**config.mk**
```make
export PLATFORM = sky130hd
export DESIGN_NAME = bits_stack_ctrl
export DESIGN_NICKNAME = d
export VERILOG_FILES = /design/src/rtl/bits_pkg.sv /design/src/rtl/bits_rr_arb2.sv /design/src/rtl/bits_stack_ctrl.sv
export SDC_FILE = /design/constraint.sdc
export NUM_CORES = 1
export LEC_CHECK = 0
export ABC_AREA = 1
export BUFFER_PORTS_ARGS = -buffer_cell sky130_fd_sc_hd__buf_2
export CAP_MARGIN = 20
export CORE_AREA = 10 10 230 232
export DETAILED_ROUTE_END_ITERATION = 10
export DIE_AREA = 0 0 240 242
export GPL_ROUTABILITY_DRIVEN = 0
export PLACE_DENSITY = 0.69
export SYNTH_ARGS = -nofsm -noshare
export SYNTH_HDL_FRONTEND = slang
export SYNTH_SLANG_ARGS = --single-unit
```
**constraint.sdc**
```tcl
create_clock -name clk -period 10.9 [get_ports clk]
set_input_delay 1.09 -clock clk [delete_from_list [all_inputs] [get_ports clk]]
set_output_delay 1.09 -clock clk [all_outputs]
set_load 0.005 [all_outputs]
```
**src/rtl/bits_pkg.sv**
```systemverilog
// Shared definitions for the BITS stack memory controller.
package bits_pkg;

   localparam int SMEM_AW = 14;
   localparam int SMEM_DW = 96;

   localparam logic STK_PUSH = 1'b0;
   localparam logic STK_POP  = 1'b1;

   typedef enum logic [3:0] {
      ST_IDLE  = 4'd0,
      ST_WRITE = 4'd1,
      ST_READ  = 4'd2,
      ST_RWAIT = 4'd3,
      ST_ACK   = 4'd4,
      ST_ERR   = 4'd5
   } stk_state_t;

endpackage

```
**src/rtl/bits_rr_arb2.sv**
```systemverilog
// Two-way round-robin arbiter; last_grant only moves on a real conflict.
module bits_rr_arb2 (
   input  logic       clk,
   input  logic       reset,
   input  logic [1:0] req,
   input  logic       grant_en,
   output logic [1:0] grant
);

   logic last_grant;

   always_comb begin
      grant = 2'b00;
      if (grant_en) begin
         case (req)
            2'b01:   grant = 2'b01;
            2'b10:   grant = 2'b10;
            2'b11:   grant = last_grant ? 2'b01 : 2'b10;
            default: grant = 2'b00;
         endcase
      end
   end

   always_ff @(posedge clk or posedge reset) begin
      if (reset)
         last_grant <= 1'b1;
      else if (grant_en && (&req))
         last_grant <= grant[1];
   end

endmodule

```
**src/rtl/bits_stack_ctrl.sv**
```systemverilog
// BITS stack controller: arbitrates two push/pop requesters onto a
// single-port stack memory and owns the stack pointer.
//
//   state | meaning
//   IDLE  | apply pending clear, else arbitrate and launch an access
//   WRITE | memory write cycle in progress, bump sp
//   READ  | memory read cycle issued, arm latency counter
//   RWAIT | wait for read data, capture it and drop sp
//   ACK   | pulse ack with err=0
//   ERR   | pulse ack with err=1 (overflow / underflow), no access made
module bits_stack_ctrl
   import bits_pkg::*;
#(
   parameter int AW     = SMEM_AW,
   parameter int DW     = SMEM_DW,
   parameter int RD_LAT = 1
) (
   input  logic          clk,
   input  logic          reset,
   input  logic          r0_req,
   input  logic          r0_op,
   input  logic [DW-1:0] r0_wdata,
   output logic          r0_ack,
   output logic          r0_err,
   output logic [DW-1:0] r0_rdata,
   input  logic          r1_req,
   input  logic          r1_op,
   input  logic [DW-1:0] r1_wdata,
   output logic          r1_ack,
   output logic          r1_err,
   output logic [DW-1:0] r1_rdata,
   input  logic          clear,
   output logic          smem_ceb,
   output logic          smem_web,
   output logic [AW-1:0] smem_addr,
   output logic [DW-1:0] smem_wdata,
   input  logic [DW-1:0] smem_rdata,
   output logic [AW:0]   sp,
   output logic          empty,
   output logic          full,
   output logic          busy
);

   localparam logic [AW:0]   SP_ONE   = 1;
   localparam logic [AW:0]   CAP      = SP_ONE << AW;
   localparam logic [AW-1:0] ADDR_ONE = 1;
   localparam logic [1:0]    CNT_INIT = 2'(RD_LAT - 1);

   stk_state_t    state;
   logic          gnt_id;
   logic [1:0]    cnt;
   logic          clear_pend;
   logic [1:0]    req_m;
   logic [1:0]    grant;
   logic          grant_en;
   logic          sel_op;
   logic [DW-1:0] sel_wdata;

   // A requester is still high during its own ack cycle; ignore it then.
   assign req_m     = {r1_req & ~r1_ack, r0_req & ~r0_ack};
   assign grant_en  = (state == ST_IDLE) && !clear && !clear_pend;
   assign sel_op    = grant[1] ? r1_op : r0_op;
   assign sel_wdata = grant[1] ? r1_wdata : r0_wdata;

   bits_rr_arb2 u_arb (
      .clk      (clk),
      .reset    (reset),
      .req      (req_m),
      .grant_en (grant_en),
      .grant    (grant)
   );

   always_ff @(posedge clk or posedge reset) begin
      if (reset) begin
         state      <= ST_IDLE;
         gnt_id     <= 1'b0;
         cnt        <= '0;
         clear_pend <= 1'b0;
         smem_ceb   <= 1'b1;
         smem_web   <= 1'b1;
         smem_addr  <= '0;
         smem_wdata <= '0;
         r0_ack     <= 1'b0;
         r0_err     <= 1'b0;
         r0_rdata   <= '0;
         r1_ack     <= 1'b0;
         r1_err     <= 1'b0;
         r1_rdata   <= '0;
         sp         <= '0;
         empty      <= 1'b1;
         full       <= 1'b0;
         busy       <= 1'b0;
      end else begin
         r0_ack <= 1'b0;
         r0_err <= 1'b0;
         r1_ack <= 1'b0;
         r1_err <= 1'b0;
         if (clear && state != ST_IDLE)
            clear_pend <= 1'b1;

         case (state)
            ST_IDLE: begin
               if (clear || clear_pend) begin
                  sp         <= '0;
                  empty      <= 1'b1;
                  full       <= 1'b0;
                  clear_pend <= 1'b0;
               end else if (|grant) begin
                  gnt_id <= grant[1];
                  busy   <= 1'b1;
                  if (sel_op == STK_PUSH) begin
                     if (full) begin
                        state <= ST_ERR;
                     end else begin
                        state      <= ST_WRITE;
                        smem_ceb   <= 1'b0;
                        smem_web   <= 1'b0;
                        smem_addr  <= sp[AW-1:0];
                        smem_wdata <= sel_wdata;
                     end
                  end else begin
                     if (empty) begin
                        state <= ST_ERR;
                     end else begin
                        state     <= ST_READ;
                        smem_ceb  <= 1'b0;
                        smem_web  <= 1'b1;
                        smem_addr <= sp[AW-1:0] - ADDR_ONE;
                     end
                  end
               end
            end
            ST_WRITE: begin
               sp       <= sp + SP_ONE;
               empty    <= 1'b0;
               full     <= (sp + SP_ONE) == CAP;
               smem_ceb <= 1'b1;
               smem_web <= 1'b1;
               state    <= ST_ACK;
            end
            ST_READ: begin
               smem_ceb <= 1'b1;
               cnt      <= CNT_INIT;
               state    <= ST_RWAIT;
            end
            ST_RWAIT: begin
               if (cnt == 2'd0) begin
                  if (gnt_id) r1_rdata <= smem_rdata;
                  else        r0_rdata <= smem_rdata;
                  sp    <= sp - SP_ONE;
                  full  <= 1'b0;
                  empty <= (sp == SP_ONE);
                  state <= ST_ACK;
               end else begin
                  cnt <= cnt - 2'd1;
               end
            end
            ST_ACK: begin
               if (gnt_id) r1_ack <= 1'b1;
               else        r0_ack <= 1'b1;
               busy  <= 1'b0;
               state <= ST_IDLE;
            end
            ST_ERR: begin
               if (gnt_id) begin
                  r1_ack <= 1'b1;
                  r1_err <= 1'b1;
               end else begin
                  r0_ack <= 1'b1;
                  r0_err <= 1'b1;
               end
               busy  <= 1'b0;
               state <= ST_IDLE;
            end
            default: begin
               busy  <= 1'b0;
               state <= ST_IDLE;
            end
         endcase
      end
   end

endmodule

```
==> summary.md <==
| Metric | Value |
|---|---|
| Outcome | complete, no violations |
| Skew-Pair Late Insertion Delay | 0.54 ns |
| Final setup viols | 0 |
| R2R Path Start | state[2]$_DFFE_PP0P_ |
| Pwr per Cell Area | 285 nW/um^2 |
| CTS Buf Count | 38 |
| Max-cap viol count | 0 |
| Startpoint Class | input pin |
| Synth area leader | dfrtp_1 |
| Residual DRC | 0 |
| H-tree levels | 2 |
| GR Util All Layers | 16.6% |
| Synth area leaders | dfrtp_1 (57%), nand2_1 (8.9%), o21ai_0 (7.7%) |
| Actual slew at the worst max-slew pin | 1.08 ns |
| Critical path origin | r1_req |
| CTS Sinks | about 330 |
| Worst Skew | 0.0209 ns |
| Rows | 81 |
| Vias per cell | 4.64 |
| Power, Total | roughly 0.0055 W |
| Crit Path Category | in -> reg |
| Initial antenna violation count | 5 |
| Final hold slack | 0.475 ns |
| I/O Buffers | 620 |
| Final #Nets | 2448 |
| Proportion of netlist area held by the largest area contributor | approximately 57% |
| Core ar. | roughly 48000 um^2 |
| Remaining global-route overflow | 0 |
| Layout cells sized above 1 | 32.4% |
| Cts repair resizes | 0 |
| Fmax | 285 MHz |
| Critical path arrival | roughly 4.0 ns |
| DR iter-0 viols | ~910 |
| Synth Area per Inst | 9.19 um^2 |
| Syn. warnings | 0 |
| Post-synth ARST share | 100% |
| Final setup TNS | 0 ns |
| DRT antenna net count | 0 |
| Hpwl dp | 39.0 mm |
| Hold_sp | smem_web$_DFFE_PP1P_ |
| Period utilisation layout | 32.1% |
| Syn Inst Count | 1569 |
| First-pass GRT wire length | 76.6 mm |
| VDD IR max | 180 uV |
| Fillers | 4774 |
| Vias in the first global route | 13200 |
| Drt pass-1 iters | 5 |
| Ys flop type | dfrtp_1 |
| Max-slew violation count | 0 |
| Number of flops mapped to enable cells by yosys | 0 |
| Register area share after synthesis | a little under 60% |
| CP endpoint kind | flip-flop |
| Mapped Nets | 1869 |
| Worst EP required | ~11 ns |
| Final Critical Period | approximately 3.5 ns |
| R2R cell count | 7 |
| Chip width | 240 um |
| CTS Buffer Depth | 3 |
| Worst hold-check path type | reg -> reg |
| RSZ-0062 raised after global routing | false |
| Detailed-route wire length | 50.5 mm |
| Die ar. | 58100 um^2 |
| Min-Delay Path Depth | 2 |
| CTS root buffer | clkbuf_16 |
| Hold_buf cts | 0 |
| Synth-to-Final Area Change | 33.4% |
| Initial Util | 29.8% |
| Final hold vios | 0 |
| Clk slew on worst S/H paths | 0.06 ns |
| Die Height | 242 um |
| CP Max Fanout | approximately 110 |
| Pin count of the biggest net entering global routing | 154 |
| LEAKAGE | 10.6 nW |
| CTS tree | built |
| Synthesis-stage register bit count | 334 |
| Syn Std Cell Area | 14400 um^2 |
| Postcts setup bufs | 0 |
| Leading cell type in the layout, fill and taps excluded | buf_2 |
| Wire length per cell | approximately 18 um |
| Routed vias | 13000 |
| Number of distinct library cells after synthesis | 32 |
| Most frequent cells in the layout | buf_2 (620), nand2_1 (341), dfrtp_1 (330) |
| Max-slew headroom | 28.1% |
| Num ports | 621 |
-- where the power goes --
group | total, W | switching, W | internal (W)
logic | 0.00199 | 0.00115 | 0.000839
registers | 0.00220 | 0.000366 | 0.00183
clock network | 0.00131 | 0.000504 | 0.000802
-- synthesized netlist by cell type (2+ instances only) --
master    instances
o21a_1            2
nand2_1         341
nand3_1          40
inv_1           137
buf_6            10
xor2_1           11
a22oi_1           3
mux2i_1          96
and2_1            2
ha_1              5
nand2_2           3
o21ai_0         223
nor2_1          141
nor2_4            2
nor3_1            3
o21ai_1           8
clkbuf_1         45
buf_4             8
buf_1             3
o22ai_1           4
dfstp_2           4
buf_2            24
a21oi_1         104
nand4_1          10
dfrtp_1         330
inv_2             4
-- worst paths after layout --
kind / slack (ns) / to
max: 7.40 / smem_wdata[29]$_DFFE_PP0P_
min in group asynchronous: 0.66 / smem_addr[2]$_DFFE_PP0P_
max in group asynchronous: 8.76 / r1_rdata[23]$_DFFE_PP0P_
min reg2reg: 0.48 / smem_web$_DFFE_PP1P_
min: 0.48 / smem_web$_DFFE_PP1P_
max reg2reg: 7.44 / r0_rdata[33]$_DFFE_PP0P_
-- stage by stage --
| step | cells | instance area, um^2 | setup slack, ns | util, % |
|---|---|---|---|---|
| finish | 2800 | 19200 | 7.40 | 39.7 |
| global route | 2800 | 19200 | 7.11 | 39.7 |
| CTS | 2794 | 19200 | 7.16 | 39.6 |
| detailed placement | 2728 | 17900 | 6.57 | 37.0 |
| global placement | 2728 | 17900 | 6.77 | 37.0 |
| floorplan | 1569 | 14400 | 0.563 | - |
-- routing by layer --
metal	vias to the layer above	global-route usage, %	wire (um)
met5	-	0	13
met2	585	28.1	24300
li1	6228	-	-
met1	6074	18.4	18700
met4	2	6.66	1800
met3	93	6.57	5730
-- sequential cells by signal, indices dropped and copies added, names as in the netlist --
name              count
r0_ack                1
r1_ack                1
sp                   15
smem_wdata           96
smem_ceb              1
full                  1
state                 3
r0_err                1
smem_addr            14
u_arb.last_grant      1
r1_err                1
empty                 1
clear_pend            1
smem_web              1
gnt_id                1
r0_rdata             96
cnt                   2
r1_rdata             96
busy                  1
-- cells by family after synthesis --
group | after synthesis | synth area share (%)
fa+ha+maj | 5 | 0.434
flops | 334 | 58.0
mux | 96 | 6.66
compound gates | 346 | 12.2
simple gates | 545 | 15.0
buf+inv | 231 | 6.95
xor+xnor | 12 | 0.729
-- cell type report --
cell class | instances | area (um^2) | share of cell area (%)
Tap cell | 622 | 778 | 4.04
Inverter | 141 | 537 | 2.79
Antenna cell | 4 | 10.0 | 0.0520
Sequential cell | 334 | 8360 | 43.5
Timing Repair Buffer | 629 | 3200 | 16.6
Clock buffer | 53 | 1070 | 5.55
Multi-Input combinational cell | 1004 | 5080 | 26.4
Clock inverter | 13 | 198 | 1.03
-- worst max-delay path, cell delays in order --
cell,delay (ns)
buf_2,0.10
inv_1,0.04
nor2_1,0.04
nand2_1,0.06
inv_1,0.08
nand2_4,0.41
nand2_1,0.16
nand2_2,0.22
nand2_2,0.14
nor2_4,0.10
buf_4,0.54
buf_4,0.29
buf_16,0.31
nor2_1,0.09
a21oi_1,0.14
No activity file was read; power rests on OpenSTA's default activity.
